## src/rtl/alu_mul_seq_pkg.sv

```systemverilog
// alu_mul_seq_pkg: state encoding, ALU control words and iteration limit shared by the multiplier sequencer.
package alu_mul_seq_pkg;
  typedef enum logic [1:0] {S_IDLE = 2'd0, S_ADD = 2'd1, S_DBL = 2'd2, S_DONE = 2'd3} state_e;
  // Control words ordered {zx,nx,zy,ny,f,no}
  localparam logic [5:0] CW_ADD    = 6'b000010;
  localparam logic [5:0] CW_ADD_ZY = 6'b001010;
  localparam logic [5:0] CW_ZERO   = 6'b101010;
  localparam logic [3:0] CNT_LAST  = 4'd15;
endpackage

```

## src/rtl/alu_mul_seq_ctl.sv

```systemverilog
// alu_mul_seq_ctl: sequencer FSM, iteration counter and ALU control-word decode.
// ALU_MUL_EARLY_EXIT_EN selects data-dependent latency; otherwise a fixed 16-iteration schedule.
module alu_mul_seq_ctl
  import alu_mul_seq_pkg::*;
(
  input  logic       clock,
  input  logic       reset,
  input  logic       start,
`ifdef ALU_MUL_EARLY_EXIT_EN
  input  logic       b_zero,
  input  logic       b_lsb,
  input  logic       mplier_hi_zero,
  input  logic       mplier_next_lsb,
`else
  input  logic       mplier_lsb,
`endif
  output state_e     state,
  output logic       accept,
  output logic       finish,
  output logic       busy,
  output logic       done,
  output logic [5:0] cw
);
  state_e state_q, state_d;
  logic   busy_q, done_q;
`ifdef ALU_MUL_EARLY_EXIT_EN
  always_comb begin
    state_d = state_q;
    case (state_q)
      S_ADD:   state_d = mplier_hi_zero ? S_DONE : S_DBL;
      S_DBL:   state_d = mplier_next_lsb ? S_ADD : S_DBL;
      default: state_d = !start ? S_IDLE : b_zero ? S_DONE : b_lsb ? S_ADD : S_DBL;
    endcase
  end
  assign cw = (state_q == S_ADD || state_q == S_DBL) ? CW_ADD : CW_ZERO;
`else
  logic [3:0] count_q, count_d;
  always_comb begin
    state_d = state_q;
    count_d = count_q;
    case (state_q)
      S_ADD:   state_d = S_DBL;
      S_DBL: begin
        state_d = (count_q == CNT_LAST) ? S_DONE : S_ADD;
        count_d = count_q + 4'd1;
      end
      default: begin
        state_d = start ? S_ADD : S_IDLE;
        count_d = start ? 4'd0 : count_q;
      end
    endcase
  end
  always_ff @(posedge clock or posedge reset)
    if (reset) count_q <= '0;
    else count_q <= count_d;
  // A clear multiplier bit zeroes y so the add leaves acc unchanged
  assign cw = (state_q == S_ADD) ? (mplier_lsb ? CW_ADD : CW_ADD_ZY) :
              (state_q == S_DBL) ? CW_ADD : CW_ZERO;
`endif
  always_ff @(posedge clock or posedge reset)
    if (reset) begin
      state_q <= S_IDLE;
      busy_q  <= 1'b0;
      done_q  <= 1'b0;
    end else begin
      state_q <= state_d;
      busy_q  <= (state_d == S_ADD) || (state_d == S_DBL);
      done_q  <= state_d == S_DONE;
    end
  assign state  = state_q;
  assign accept = start && !busy_q;
  assign finish = state_d == S_DONE;
  assign busy   = busy_q;
  assign done   = done_q;
endmodule

```

## src/rtl/alu_mul_seq.sv

```systemverilog
// alu_mul_seq: shift-and-add multiplier driving an external 16-bit ALU; low WIDTH bits of a*b.
// ALU_MUL_EARLY_EXIT_EN enables data-dependent latency.
module alu_mul_seq
  import alu_mul_seq_pkg::*;
#(
  parameter int WIDTH = 16
) (
  input  logic             clock,
  input  logic             reset,
  input  logic             start,
  input  logic [WIDTH-1:0] a,
  input  logic [WIDTH-1:0] b,
  output logic             busy,
  output logic             done,
  output logic [WIDTH-1:0] product,
  output logic [WIDTH-1:0] alu_x,
  output logic [WIDTH-1:0] alu_y,
  output logic             alu_zx,
  output logic             alu_nx,
  output logic             alu_zy,
  output logic             alu_ny,
  output logic             alu_f,
  output logic             alu_no,
  input  logic [WIDTH-1:0] alu_out
);
  logic [WIDTH-1:0] acc_q, acc_d, mcand_q, mcand_d, mplier_q, mplier_d, product_q, product_d;
  state_e     state;
  logic       accept, finish;
  logic [5:0] cw;
  alu_mul_seq_ctl u_ctl (
    .clock           (clock),
    .reset           (reset),
    .start           (start),
`ifdef ALU_MUL_EARLY_EXIT_EN
    .b_zero          (b == '0),
    .b_lsb           (b[0]),
    .mplier_hi_zero  ((mplier_q >> 1) == '0),
    .mplier_next_lsb (mplier_q[1]),
`else
    .mplier_lsb      (mplier_q[0]),
`endif
    .state           (state),
    .accept          (accept),
    .finish          (finish),
    .busy            (busy),
    .done            (done),
    .cw              (cw)
  );
  always_comb begin
    acc_d     = accept ? '0 : (state == S_ADD) ? alu_out : acc_q;
    mcand_d   = accept ? a : (state == S_DBL) ? alu_out : mcand_q;
    mplier_d  = accept ? b : (state == S_DBL) ? mplier_q >> 1 : mplier_q;
    // Capture the freshly updated acc so a final ADD lands in the product
    product_d = finish ? acc_d : product_q;
  end
  always_ff @(posedge clock or posedge reset)
    if (reset) begin
      acc_q     <= '0;
      mcand_q   <= '0;
      mplier_q  <= '0;
      product_q <= '0;
    end else begin
      acc_q     <= acc_d;
      mcand_q   <= mcand_d;
      mplier_q  <= mplier_d;
      product_q <= product_d;
    end
  assign alu_x   = (state == S_ADD) ? acc_q : (state == S_DBL) ? mcand_q : '0;
  assign alu_y   = (state == S_ADD || state == S_DBL) ? mcand_q : '0;
  assign {alu_zx, alu_nx, alu_zy, alu_ny, alu_f, alu_no} = cw;
  assign product = product_q;
endmodule

```

## config.mk

```make
export PLATFORM = sky130hd
export DESIGN_NAME = alu_mul_seq
export DESIGN_NICKNAME = d
export VERILOG_FILES = /design/src/rtl/alu_mul_seq_pkg.sv /design/src/rtl/alu_mul_seq_ctl.sv /design/src/rtl/alu_mul_seq.sv
export SDC_FILE = /design/constraint.sdc
export NUM_CORES = 1
export LEC_CHECK = 0
export CORE_MARGIN = 5
export CORE_UTILIZATION = 30
export CTS_CLUSTER_DIAMETER = 120
export DETAILED_ROUTE_END_ITERATION = 8
export GPL_ROUTABILITY_DRIVEN = 0
export PLACE_DENSITY_LB_ADDON = 0.08
export REMOVE_ABC_BUFFERS = 1
export SYNTH_ARGS = -nofsm -noshare
export SYNTH_HDL_FRONTEND = slang
export SYNTH_SLANG_ARGS = --single-unit
```

## constraint.sdc

```tcl
create_clock -name clock -period 3.5 [get_ports clock]
set_input_delay 0.875 -clock clock [delete_from_list [all_inputs] [get_ports clock]]
set_output_delay 0.875 -clock clock [all_outputs]
set_load 0.01 [all_outputs]
```

==> flow_summary.ini <==
[outcome]
status = complete, no violations

[grt]
grt_pass1_wl_um = 14300
grt_pass1_vias = 2734
grt_max_degree = 81
grt_overflow = 0
grt_antenna_before_repair = 0
grt_usage_pct = 13.8

[layout]
syn2layout_area_growth_pct = 41.9
diodes = 0
drive_gt1_share_pct = 11.1
design_area_um2 = 4860
nets = 454
instances_no_fill = 547
fillers = 1130

[detailed_routing]
avgViaCountPerCell = 4.67
vias = 2554
dr.pass1.iters = 5
wl_um = 9030
drt_iter0_markers = 85
drc = 0
postRouteAntennaNets = 0
wl_per_cell_um = 16.5

[sta]
final.period_utilization_pct = 90.9
fin_setup_tns_ps = 0
slew_violations = 0
final-setup-viol-count = 0
clock.fmax_mhz = 314
skew_ps = 7.35
rsz0062_at_grt = no
fin_crit_ps = 3180
finalHoldViolCount = 0
worst_slew_pin_slew_ps = 674
relSlewSlack_pct = 55.0

[pwr]
p_total_mw = 4.21
p_per_area_nw_per_um2 = 866
vdd_drop_max_v = 0.000400
power.leakage_nw = 2.02

[logic_synthesis]
ys_seq_area_share_pct = 52.6
synthAdderAreaFrac_pct = 1.46
synth_edf_count = 0
avgSynthCellArea_um2 = 11.3
synth_compound_gate_area_share_pct = 10.3
syn_inst = 304
async_flop_share_pct = 100
synth.largest_area_cell = dfrtp_1
synthXorXnorAreaFrac_pct = 0
synth_top_family_by_area = multiplexers
ys_types = 25
netlist_top_cells_area = dfrtp_1, mux2i_1, mux2_2
ys_seq_elements = 72
synth_top_area_share_pct = 52.6
synthSimpleGateAreaFrac_pct = 9.97
yosysMostFrequentCell = dfrtp_1
synth_flop_cell = dfrtp_1
synth_common_cells = dfrtp_1, mux2i_1, nand2_1, o21ai_0, nor2_1
yosysWarningCount = 0
synth.area.mux_share_pct = 19.8
syn-cell-area_um2 = 3420

[clock_network]
cts_tree = yes
htree_levels = 3
numClockSinks = 72
post-cts-setup-buffers = 0
cts-resized-gates = 0
postCtsHoldBufs = 0
insertion_delay_ps = 320
cts_made_buffers = 9
cts_root_buffer = clkbuf_16
cts_buffer_depth = 2
clkTransAtPathRegs_ps = 60

[die]
die-area_um2 = 13700
core_area_um2 = 11300
die_w_um = 117
die_h_um = 117
start_util_pct = 30.2
ioPinCount = 107
num_rows = 39

[worst_hold_path]
worstHoldPathCells = 1
hp-class = reg2reg

[setup_path]
arrival_ps = 2310
reg2reg_depth = 8
critical_path_class = reg2out
cp-start-kind = flip-flop
cp-end-kind = output port
cp_data_required_time_ps = 2620
critPathMaxFanout = 11

[placed_design]
io_buffer_count = 102
dp.cells = 531
placed_cell_area_um2 = 4550
dpl.hpwl_um = 5910

[job]
maxCapViolations = 0
==> routing by layer <==
layer	share of wire, %	up-vias	wire (µm)	GRT usage, %
met1	45	1264	4030	17.7
met5	0	-	0	0
met4	0.63	0	57	4.05
li1	-	1236	-	-
met3	5.2	4	466	4.42
met2	50	50	4480	22.4
==> metrics by stage <==
stage,hold slack [ps],worst slack (ps),util [%]
after floorplan,487,-314,-
after CTS,508,290,42.9
final,504,318,42.9
after global routing,526,190,42.9
after detailed placement,495,654,40.2
after global placement,490,708,40.2
==> cell families after synthesis <==
group,Yosys count
and+or+nand+nor,76
DFF,72
muxes,65
AOI/OAI and AO/OA,55
buffers and inverters,30
adders and majority gates,4
other,2
==> placed cells by master (no fill, tap or decap), types with 2 or more instances in the layout <==
cell and instances:
a22o_1 18, buf_12 3, buf_4 4, clkbuf_16 9
clkbuf_8 2, clkdlybuf4s50_1 102, clkinv_2 2, clkinvlp_4 2
conb_1 4, dfrtp_1 72, ha_1 2, ha_2 2
inv_1 2, mux2_2 17, mux2i_1 47, nand2_1 34
nand2b_1 2, nand3_1 2, nor2_1 19, nor2b_1 16
o21ai_0 33
==> state kept, by name (all words and copies together) (netlist names) <==
signal / flops
u_ctl.done: 1
mcand_q: 16
acc_q: 16
mplier_q: 16
u_ctl.count_q: 4
u_ctl.state: 2
product: 16
u_ctl.busy: 1
==> final cells by class <==
class,instances,area (µm²),share of cell area (%)
clock buffers,11,253,5.20
repair buffers,109,1110,22.9
multi-input cells,204,1450,29.8
clock inverters,5,55.1,1.13
inverters,3,11.3,0.232
well taps,143,179,3.68
flip-flops and latches,72,1800,37.1
==> final timing paths <==
path / from / endpoint / slack (ps)
setup / recovery: u_ctl.state[0] / alu_x[1] / 320
hold / removal: product[4] / product[4] / 500
setup reg to reg: u_ctl.state[0] / product[10] / 890
hold reg to reg: product[4] / product[4] / 500
max in group asynchronous: reset / product[4] / 2000
min in group asynchronous: reset / mcand_q[0] / 810
==> where the power goes <==
group / leakage, nW / switching (mW) / internal [mW]
combinational: 0.952 / 0.926 / 0.988
sequential: 0.922 / 0.194 / 1.16
clock: 0.148 / 0.353 / 0.588
==> critical path, cell delays in order (launching register included) <==
cell	delay (ps)
dfrtp_1	380
ha_2	180
and2b_1	410
buf_4	300
a22o_1	170
clkdlybuf4s50_1	540
Note: power is estimated with default switching activity, not from simulation.
